[src/rtl/addsub_sequencer.sv]
// Request/response sequencer around an external 8-bit adder-subtractor:
// registers operands on accept, captures the result one cycle later into a show-ahead FIFO.
module addsub_sequencer #(
    parameter int DEPTH = 4
) (
    input  logic       Clk,
    input  logic       Rst_n,
    input  logic       in_valid,
    output logic       in_ready,
    input  logic [7:0] in_A,
    input  logic [7:0] in_B,
    input  logic       in_Mode,
    input  logic       in_Acc,
    output logic [7:0] add_A,
    output logic [7:0] add_B,
    output logic       add_Mode,
    input  logic [7:0] add_S,
    input  logic       add_Carry,
    input  logic       add_Overflow,
    output logic       out_valid,
    input  logic       out_ready,
    output logic [7:0] out_S,
    output logic       out_Carry,
    output logic       out_Overflow,
    output logic       out_Zero,
    output logic       out_Neg,
    output logic [7:0] acc,
    output logic [7:0] ovf_count,
    input  logic       ovf_clr
);

    localparam int DATA_W  = 8;
    localparam int PTR_W   = $clog2(DEPTH);
    localparam int CNT_W   = PTR_W + 1;
    localparam int ENTRY_W = DATA_W + 2;
    localparam logic [CNT_W-1:0] DEPTH_C = CNT_W'(DEPTH);

    typedef enum logic {
        IDLE = 1'b0,
        EXEC = 1'b1
    } state_t;

    state_t              state_q, state_d;
    logic [DATA_W-1:0]   add_a_q, add_a_d;
    logic [DATA_W-1:0]   add_b_q, add_b_d;
    logic                add_mode_q, add_mode_d;
    logic [DATA_W-1:0]   acc_q, acc_d;
    logic [DATA_W-1:0]   ovf_q, ovf_d;
    logic [PTR_W-1:0]    wr_ptr_q, wr_ptr_d;
    logic [PTR_W-1:0]    rd_ptr_q, rd_ptr_d;
    logic [CNT_W-1:0]    count_q, count_d;
    logic [ENTRY_W-1:0]  mem_q [DEPTH];

    logic                accept;
    logic                push;
    logic                pop;
    logic [ENTRY_W-1:0]  head;
    logic [DATA_W-1:0]   head_s;

    function automatic logic [DATA_W-1:0] sat_inc(input logic [DATA_W-1:0] v);
        return (v == '1) ? v : v + DATA_W'(1);
    endfunction

    assign in_ready = (state_q == IDLE) && (count_q < DEPTH_C);
    assign accept   = in_valid && in_ready;
    assign out_valid = (count_q != '0);
    assign pop      = out_valid && out_ready;

    always_comb begin
        state_d    = state_q;
        add_a_d    = add_a_q;
        add_b_d    = add_b_q;
        add_mode_d = add_mode_q;
        acc_d      = acc_q;
        ovf_d      = ovf_q;
        push       = 1'b0;
        case (state_q)
            IDLE: begin
                if (accept) begin
                    add_a_d    = in_Acc ? acc_q : in_A;
                    add_b_d    = in_B;
                    add_mode_d = in_Mode;
                    state_d    = EXEC;
                end
            end
            EXEC: begin
                // Space for this push was reserved when the request was accepted.
                push    = 1'b1;
                acc_d   = add_S;
                if (add_Overflow) begin
                    ovf_d = sat_inc(ovf_q);
                end
                state_d = IDLE;
            end
            default: state_d = IDLE;
        endcase
        if (ovf_clr) begin
            ovf_d = '0;
        end
    end

    always_comb begin
        wr_ptr_d = push ? wr_ptr_q + PTR_W'(1) : wr_ptr_q;
        rd_ptr_d = pop  ? rd_ptr_q + PTR_W'(1) : rd_ptr_q;
        count_d  = count_q;
        case ({push, pop})
            2'b10:   count_d = count_q + CNT_W'(1);
            2'b01:   count_d = count_q - CNT_W'(1);
            default: count_d = count_q;
        endcase
    end

    always_ff @(posedge Clk or negedge Rst_n) begin
        if (!Rst_n) begin
            state_q    <= IDLE;
            add_a_q    <= '0;
            add_b_q    <= '0;
            add_mode_q <= 1'b0;
            acc_q      <= '0;
            ovf_q      <= '0;
            wr_ptr_q   <= '0;
            rd_ptr_q   <= '0;
            count_q    <= '0;
        end else begin
            state_q    <= state_d;
            add_a_q    <= add_a_d;
            add_b_q    <= add_b_d;
            add_mode_q <= add_mode_d;
            acc_q      <= acc_d;
            ovf_q      <= ovf_d;
            wr_ptr_q   <= wr_ptr_d;
            rd_ptr_q   <= rd_ptr_d;
            count_q    <= count_d;
        end
    end

    // Storage needs no reset: every read is qualified by a non-zero count.
    always_ff @(posedge Clk) begin
        if (push) begin
            mem_q[wr_ptr_q] <= {add_S, add_Carry, add_Overflow};
        end
    end

    assign head   = mem_q[rd_ptr_q];
    assign head_s = head[ENTRY_W-1:2];

    assign out_S        = out_valid ? head_s : '0;
    assign out_Carry    = out_valid && head[1];
    assign out_Overflow = out_valid && head[0];
    assign out_Zero     = out_valid && (head_s == '0);
    assign out_Neg      = out_valid && head_s[DATA_W-1];

    assign add_A     = add_a_q;
    assign add_B     = add_b_q;
    assign add_Mode  = add_mode_q;
    assign acc       = acc_q;
    assign ovf_count = ovf_q;

endmodule
[config.mk]
export PLATFORM = sky130hd
export DESIGN_NAME = addsub_sequencer
export DESIGN_NICKNAME = d
export VERILOG_FILES = /design/src/rtl/addsub_sequencer.sv
export SDC_FILE = /design/constraint.sdc
export NUM_CORES = 1
export LEC_CHECK = 0
export CORE_ASPECT_RATIO = 0.8
export CORE_MARGIN = 2
export CORE_UTILIZATION = 45
export DETAILED_ROUTE_END_ITERATION = 8
export GPL_TIMING_DRIVEN = 0
export PLACE_DENSITY_LB_ADDON = 0.08
export SYNTH_ARGS = -nofsm -noshare
export SYNTH_HDL_FRONTEND = slang
export SYNTH_SLANG_ARGS = --single-unit
[constraint.sdc]
create_clock -name Clk -period 2.1 [get_ports Clk]
set_input_delay 0.525 -clock Clk [delete_from_list [all_inputs] [get_ports Clk]]
set_output_delay 0.525 -clock Clk [all_outputs]
set_load 0.05 [all_outputs]
==> results of run 1 <==
[placed cells by master (no fill, tap or decap), types with 2 or more instances in the layout]
| cell | netlist | layout |
|---|---|---|
| clkdlybuf4s50_1 | 0 | 43 |
| dlymetal6s2s_1 | 0 | 8 |
| edfxtp_1 | 40 | 40 |
| xor2_1 | 4 | 4 |
| clkbuf_2 | 0 | 2 |
| xnor2_1 | 8 | 8 |
| nand3_1 | 2 | 2 |
| and2_1 | 15 | 8 |
| dlygate4sd2_1 | 0 | 11 |
| buf_6 | 1 | 12 |
| buf_1 | 2 | 2 |
| mux2i_1 | 10 | 10 |
| clkbuf_8 | 0 | 9 |
| clkinvlp_4 | 0 | 3 |
| ha_1 | 6 | 6 |
| nand4_1 | 2 | 2 |
| inv_1 | 7 | 7 |
| and2_4 | 0 | 8 |
| buf_8 | 0 | 4 |
| mux2_2 | 17 | 17 |
| mux4_1 | 9 | 2 |
| dfrtp_1 | 41 | 39 |
| nand2_1 | 5 | 5 |
| nor2_1 | 17 | 16 |
| inv_6 | 0 | 2 |
| a211oi_1 | 2 | 2 |
| buf_2 | 4 | 6 |
| dfrtp_2 | 0 | 2 |
| mux4_2 | 1 | 8 |
| a21oi_1 | 10 | 10 |
| buf_4 | 1 | 9 |
[worst paths after layout]
check | startpoint | end | slack [ns]
max | rd_ptr_q[0]$_DFFE_PN0N_ | out_Zero | -0.63
min | Rst_n | add_B[1]$_DFFE_PN0P_ | 0.08
max reg2reg | count_q[1]$_DFFE_PN0P_ | count_q[2]$_DFFE_PN0P_ | 0.12
min reg2reg | add_B[7]$_DFFE_PN0P_ | add_B[7]$_DFFE_PN0P_ | 0.51
max in group asynchronous | Rst_n | count_q[2]$_DFFE_PN0P_ | 1.53
min in group Clk | add_B[7]$_DFFE_PN0P_ | add_B[7]$_DFFE_PN0P_ | 0.51
[cell type report]
class,count,area [um2],area share
Multi-Input combinational cell,122,1130,0.243
Sequential cell,81,2230,0.478
Buffer,12,71.3,0.0153
Clock buffer,9,124,0.0265
Tap cell,105,131,0.0281
Timing Repair Buffer,88,897,0.192
Clock inverter,7,53.8,0.0115
Inverter,7,26.3,0.00563
[flip-flops by register name, indices dropped and copies added, names as in the netlist]
| register | count |
|---|---|
| count_q | 3 |
| ovf_count | 8 |
| add_Mode | 1 |
| mem_q | 40 |
| add_B | 8 |
| add_A | 8 |
| acc | 8 |
| wr_ptr_q | 2 |
| state_q | 1 |
| rd_ptr_q | 2 |
[worst register-to-register path, cell delays in order, from the launching register on]
cell,delay (ns)
dfrtp_1,0.39
or3_4,0.41
and2_1,0.22
ha_1,0.22
inv_1,0.08
fa_1,0.18
xor2_1,0.15
nor2_1,0.06
xor2_1,0.14
[stage by stage]
| step | worst slack [ns] | cell area, um2 |
|---|---|---|
| global route | -0.725 | 4670 |
| floorplan | -0.164 | 3440 |
| CTS | -0.646 | 4570 |
| finish | -0.633 | 4670 |
| detailed placement | -1.06 | 4350 |
| global placement | -1.07 | 4340 |
[logic make-up (layout without fill, tap and decap cells)]
group | count (synthesis) | after routing | synth area share
flip-flops | 81 | 81 | 0.650
buffers and inverters | 19 | 123 | 0.0256
XOR/XNOR | 12 | 12 | 0.0307
AO/OA/AOI/OAI | 15 | 15 | 0.0259
adder cells (fa/ha/maj) | 7 | 7 | 0.0278
multiplexers | 37 | 37 | 0.161
AND/OR/NAND/NOR | 51 | 51 | 0.0793
[timing repair]
item	in CTS	in global routing
hold buffers	0	0
pin swaps	3	5
gates resized for setup	123	24
setup endpoints to repair	25	25
buffers inserted	4	6
cloned	1	0
endpoints found under the hold margin	0	0
[report_power, final]
part / switching, mW / internal [mW] / total [mW] / leakage [nW]
Combinational: 2.43 / 1.68 / 4.11 / 0.995
Sequential: 0.258 / 2.10 / 2.36 / 0.856
Clock: 0.575 / 0.437 / 1.01 / 0.0822
[layer usage]
layer | vias to the layer above | share of wire
met1 | 1041 | 0.47
met3 | 2 | 0.064
met5 | - | 0
met2 | 73 | 0.46
li1 | 1008 | -
met4 | 0 | 0.0029
==> results.py, run 1 <==
metrics = {
    "timing": {
        "relSlewSlack": 0.603,
        "rsz0062_at_grt": "yes",
        "setup_ws_ns": -0.633,
        "hold_slack_ns": 0.0828,
        "hold_violations": 0,
        "setup_tns_ns": -3.74,
        "min_period_ns": 2.73,
        "max_freq_mhz": 366,
        "tightest_slew_ns": 0.595,
        "fin_crit_sh": 1.30,
        "slew_viol_final": 0,
        "fin_skew_ns": 0.00928,
        "setup_violations": 12,
    },
    "global_routing": {
        "use_met2": 0.258,
        "first_global_vias": 2090,
        "grtUsageTotal": 0.179,
        "grt_first_pass_wirelength_mm": 11.0,
        "use_met3": 0.0604,
        "busiest_layer": "met1",
        "antenna_found_initial": 0,
        "use_met1": 0.260,
        "grt_max_degree": 31,
        "overflow": 0,
    },
    "die": {
        "initial_core_util": 0.463,
        "core_mm2": 0.00739,
        "die_area_mm2": 0.00833,
        "pin_count": 80,
        "die_w_um": 102,
        "dieHeight_um": 82.0,
        "core.rowCount": 28,
    },
    "run": {
        "maxCapViolCount": 0,
    },
    "place": {
        "place_congestion": 0.721,
        "io_buffers": 77,
        "placed_cells": 405,
        "dpl.hpwl_mm": 4.86,
    },
    "run_status": {
        "failed_checks": "setup timing",
        "status": "finished with violations",
    },
    "logic_synthesis": {
        "yosys_warnings": 0,
        "synth_area_leader_cell": "edfxtp_1",
        "ys_ff_latch": 81,
        "ys_async_sr_fraction": 0.506,
        "synth_edf_count": 40,
        "synth.top_cell.area_share": 0.351,
        "syn_area_per_cell_um2": 15.4,
        "netlist_area_mm2": 0.00343,
        "synth_area_leaders": "edfxtp_1 35%, dfrtp_1 30%, mux4_1 6.9%",
        "synth_flop_cell": "dfrtp_1",
        "synth_nets": 262,
        "netlist_instances": 222,
        "synth.distinct_cells": 34,
        "synth_common_cells": "41 x dfrtp_1, 40 x edfxtp_1, 17 x mux2_2, 17 x nor2_1, 15 x and2_1",
        "yosysSeqAreaShare": 0.650,
        "synth_most_common_cell": "dfrtp_1",
    },
    "drt": {
        "dr.pass1.iters": 4,
        "drc_errors": 0,
        "avgRoutedWirePerCell_um": 16.5,
        "drtIter0Drc": 147,
        "vias": 2124,
        "viasPerCell": 4.93,
        "ant_nets": 0,
        "wirelength_mm": 7.13,
    },
    "final_layout": {
        "drive_above_1_share": 0.279,
        "stdcell_count": 431,
        "synthToLayoutAreaGrowth_pct": 36.3,
        "final_util": 0.632,
        "final_nets": 361,
        "nFillCells": 562,
        "n_antenna_cell": 0,
    },
    "clock_network": {
        "clk_pin_slew_ns": 0.09,
        "clock_path_buffers": 2,
        "cts_buffers": 9,
        "htree_levels": 3,
        "clock_latency_ns": 0.33,
        "cts_tree": "built",
        "cts_sinks": 81,
        "cts-root-buf": "clkbuf_8",
    },
    "hold_path": {
        "hold_path_class": "input pin to asynchronous set/reset pin",
    },
    "power": {
        "ir_drop_mv": 0.983,
        "power_mw": 7.48,
        "leakagePower_nw": 1.93,
        "cellPowerDensity_mw_per_mm2": 1600,
    },
    "setup_path": {
        "critical_path_class": "flop to output pin",
        "cp.depth": 7,
        "crit_path_start_kind": "flop",
        "arrival_ns": 2.21,
        "cp_slowest_stage_delay_ns": 0.45,
        "worst_setup_path_end_kind": "output pin",
        "ff2ff_path_depth": 8,
        "critical_path_buf_inv_count": 5,
        "cp_max_fo": 4,
        "crit_slowest_cell": "dfrtp_2",
        "required_ns": 1.57,
        "cpLargestDelayFamily": "buffers and inverters",
        "path_cells": "buf_6, buf_4, buf_6, buf_4, mux4_2, and4bb_4, buf_8",
    },
}
No activity file was read; power rests on OpenSTA's default activity.
==> inputs of run 2 (changes only) <==
--- a/config.mk
+++ b/config.mk
@@ -5,9 +5,9 @@
 export SDC_FILE = /design/constraint.sdc
 export NUM_CORES = 1
 export LEC_CHECK = 0
-export CORE_ASPECT_RATIO = 0.8
+export CORE_ASPECT_RATIO = 1.4
 export CORE_MARGIN = 2
-export CORE_UTILIZATION = 45
+export CORE_UTILIZATION = 40
 export DETAILED_ROUTE_END_ITERATION = 8
 export GPL_TIMING_DRIVEN = 0
 export PLACE_DENSITY_LB_ADDON = 0.08
==> constraint.sdc (replaced) <==
create_clock -name Clk -period 3.06 [get_ports Clk]
set_input_delay 0.765 -clock Clk [delete_from_list [all_inputs] [get_ports Clk]]
set_output_delay 0.765 -clock Clk [all_outputs]
set_load 0.05 [all_outputs]
==> run 2 against run 1 <==
Compared with the run above: the flow now finishes without violations; sequential cell count unchanged; register-to-register slack improved by 0.96 ns; worst hold slack better by 0.17 ns; sequential share of layout area up 0.52 points; critical path type unchanged.
==> results.py, run 2 (same netlist as run 1, synthesis figures left out) <==
metrics = {
    "run_status": {
        "status": "finished, final reports clean",
    },
    "power": {
        "p_switching_mw": 2.18,
        "clockPowerShare": 0.197,
        "internal-power_mw": 2.90,
        "power_mw": 5.08,
        "cellPowerDensity_mw_per_mm2": 1100,
        "ir_drop_mv": 0.628,
        "leakagePower_nw": 1.82,
        "power_frac_comb": 0.487,
        "switching_share": 0.429,
        "p_seq_frac": 0.316,
    },
    "place": {
        "placed_cell_area_mm2": 0.00434,
        "placed_cells": 402,
        "dpl.hpwl_mm": 4.61,
        "io_buffers": 77,
        "place_congestion": 0.730,
    },
    "clock_network": {
        "htree_levels": 3,
        "post-cts-setup-buffer-count": 0,
        "clock_path_buffers": 2,
        "cts_sinks": 81,
        "clk_pin_slew_ns": 0.06,
        "cts_tree": "built",
        "cts_buffers": 9,
        "clock_latency_ns": 0.33,
        "cts-root-buf": "clkbuf_16",
    },
    "setup_path": {
        "cp_slowest_stage_delay_ns": 0.61,
        "critical_path_class": "flop to output pin",
        "cp_max_fo": 10,
        "worst_setup_path_end_kind": "output pin",
        "crit_path_start_kind": "flop",
        "crit_slowest_cell": "mux4_1",
        "required_ns": 2.29,
        "path_cells": "buf_6, mux4_1, nor4_2, and4bb_1, buf_4",
        "arrival_ns": 2.23,
        "ff2ff_path_depth": 8,
    },
    "drt": {
        "wirelength_mm": 6.53,
        "dr.pass1.iters": 4,
        "avgRoutedWirePerCell_um": 15.6,
        "drtIter0Drc": 120,
        "ant_nets": 0,
        "viasPerCell": 4.96,
        "drc_errors": 0,
        "vias": 2074,
    },
    "timing": {
        "relSlewSlack": 0.589,
        "hold_violations": 0,
        "fin_skew_ns": 0.00629,
        "fin_crit_sh": 0.980,
        "hold_slack_ns": 0.254,
        "max_freq_mhz": 333,
        "min_period_ns": 3.00,
        "rsz0062_at_grt": "no",
        "tightest_slew_ns": 0.616,
        "setup_violations": 0,
        "slew_viol_final": 0,
    },
    "global_routing": {
        "grt_max_degree": 37,
        "grtUsageTotal": 0.157,
        "grt_first_pass_wirelength_mm": 10.8,
        "antenna_found_initial": 0,
        "first_global_vias": 2168,
        "overflow": 0,
    },
    "final_layout": {
        "multi_input_area_mm2": 0.00112,
        "final_cell_mix": "64 x clkdlybuf4s50_1, 41 x dfrtp_1, 40 x edfxtp_1",
        "finalInstanceArea_mm2": 0.00461,
        "layout_commonest_cell": "clkdlybuf4s50_1",
        "regArea_mm2": 0.00223,
        "nFillCells": 686,
        "final_nets": 351,
        "synthToLayoutAreaGrowth_pct": 34.7,
        "n_antenna_cell": 0,
        "largest_register_ffs": 40,
        "drive_above_1_share": 0.146,
        "stdcell_count": 418,
        "regMostFlops": "mem_q",
        "final_util": 0.559,
    },
    "run": {
        "maxCapViolCount": 0,
    },
    "die": {
        "core_mm2": 0.00825,
        "die_area_mm2": 0.00933,
        "dieHeight_um": 114,
        "pin_count": 80,
        "core.rowCount": 39,
        "initial_core_util": 0.415,
        "die_w_um": 82.2,
    },
    "hold_path": {
        "hold_path_class": "input pin to asynchronous set/reset pin",
    },
}
[run 2: critical path, delay by kind of cell, from the launching register on]
family / cells / cell delay [ns]
multiplexers: 1 / 0.61
AND/OR/NAND/NOR: 2 / 0.50
flip-flops: 1 / 0.40
buffers and inverters: 2 / 0.38
[run 2: repair_timing]
| item | in CTS | in global routing |
|---|---|---|
| hold endpoints to repair | 0 | 0 |
| hold buffers | 0 | 0 |
| setup endpoints to repair | 11 | 3 |
| resized for setup | 17 | 4 |
[run 2: final timing paths]
kind | from | endpoint | slack, ns
min | Rst_n | ovf_count[4]$_DFFE_PN0P_ | 0.25
min in group Clk | count_q[2]$_DFFE_PN0P_ | count_q[2]$_DFFE_PN0P_ | 0.50
max | rd_ptr_q[0]$_DFFE_PN0N_ | out_Zero | 0.06
max in group asynchronous | Rst_n | add_Mode$_DFFE_PN0P_ | 2.37
min reg2reg | count_q[2]$_DFFE_PN0P_ | count_q[2]$_DFFE_PN0P_ | 0.50
max reg2reg | count_q[0]$_DFFE_PN0P_ | count_q[2]$_DFFE_PN0P_ | 1.08
[run 2: stage by stage]
step           setup slack, ns  TNS, ns
4_1_cts                 0.0113        0
3_3_place_gp            -0.354   -0.354
3_5_place_dp            -0.383   -0.383
6_report                0.0604        0
5_1_grt                0.00100        0
2_1_floorplan            0.408        0
[run 2: routing by layer]
metal | part of all wire | vias up | track usage | routed length (um)
met4 | 0.024 | 0 | 0.0778 | 156
li1 | - | 989 | - | -
met2 | 0.48 | 72 | 0.249 | 3120
met3 | 0.067 | 12 | 0.0459 | 436
met1 | 0.43 | 1001 | 0.194 | 2820
met5 | 0 | - | 0 | 0
[run 2: area by class of cell]
type,instances,share of cell area
flip-flops and latches,81,0.483
inverters,7,0.00570
repair buffers,78,0.168
plain buffers,12,0.0136
multi-input cells,122,0.242
well taps,102,0.0277
clock buffers,9,0.0488
clock inverters,7,0.0117
[run 2: power by group through the flow]
stage | clock network (mW) | registers (mW) | logic [mW]
finish | 1.00 | 1.61 | 2.47
global route | 1.07 | 1.65 | 2.62
CTS | 1.03 | 1.61 | 2.51
detailed placement | 0 | 1.63 | 2.56
global placement | 0 | 1.62 | 2.53
floorplan | 0 | 2.20 | 1.16
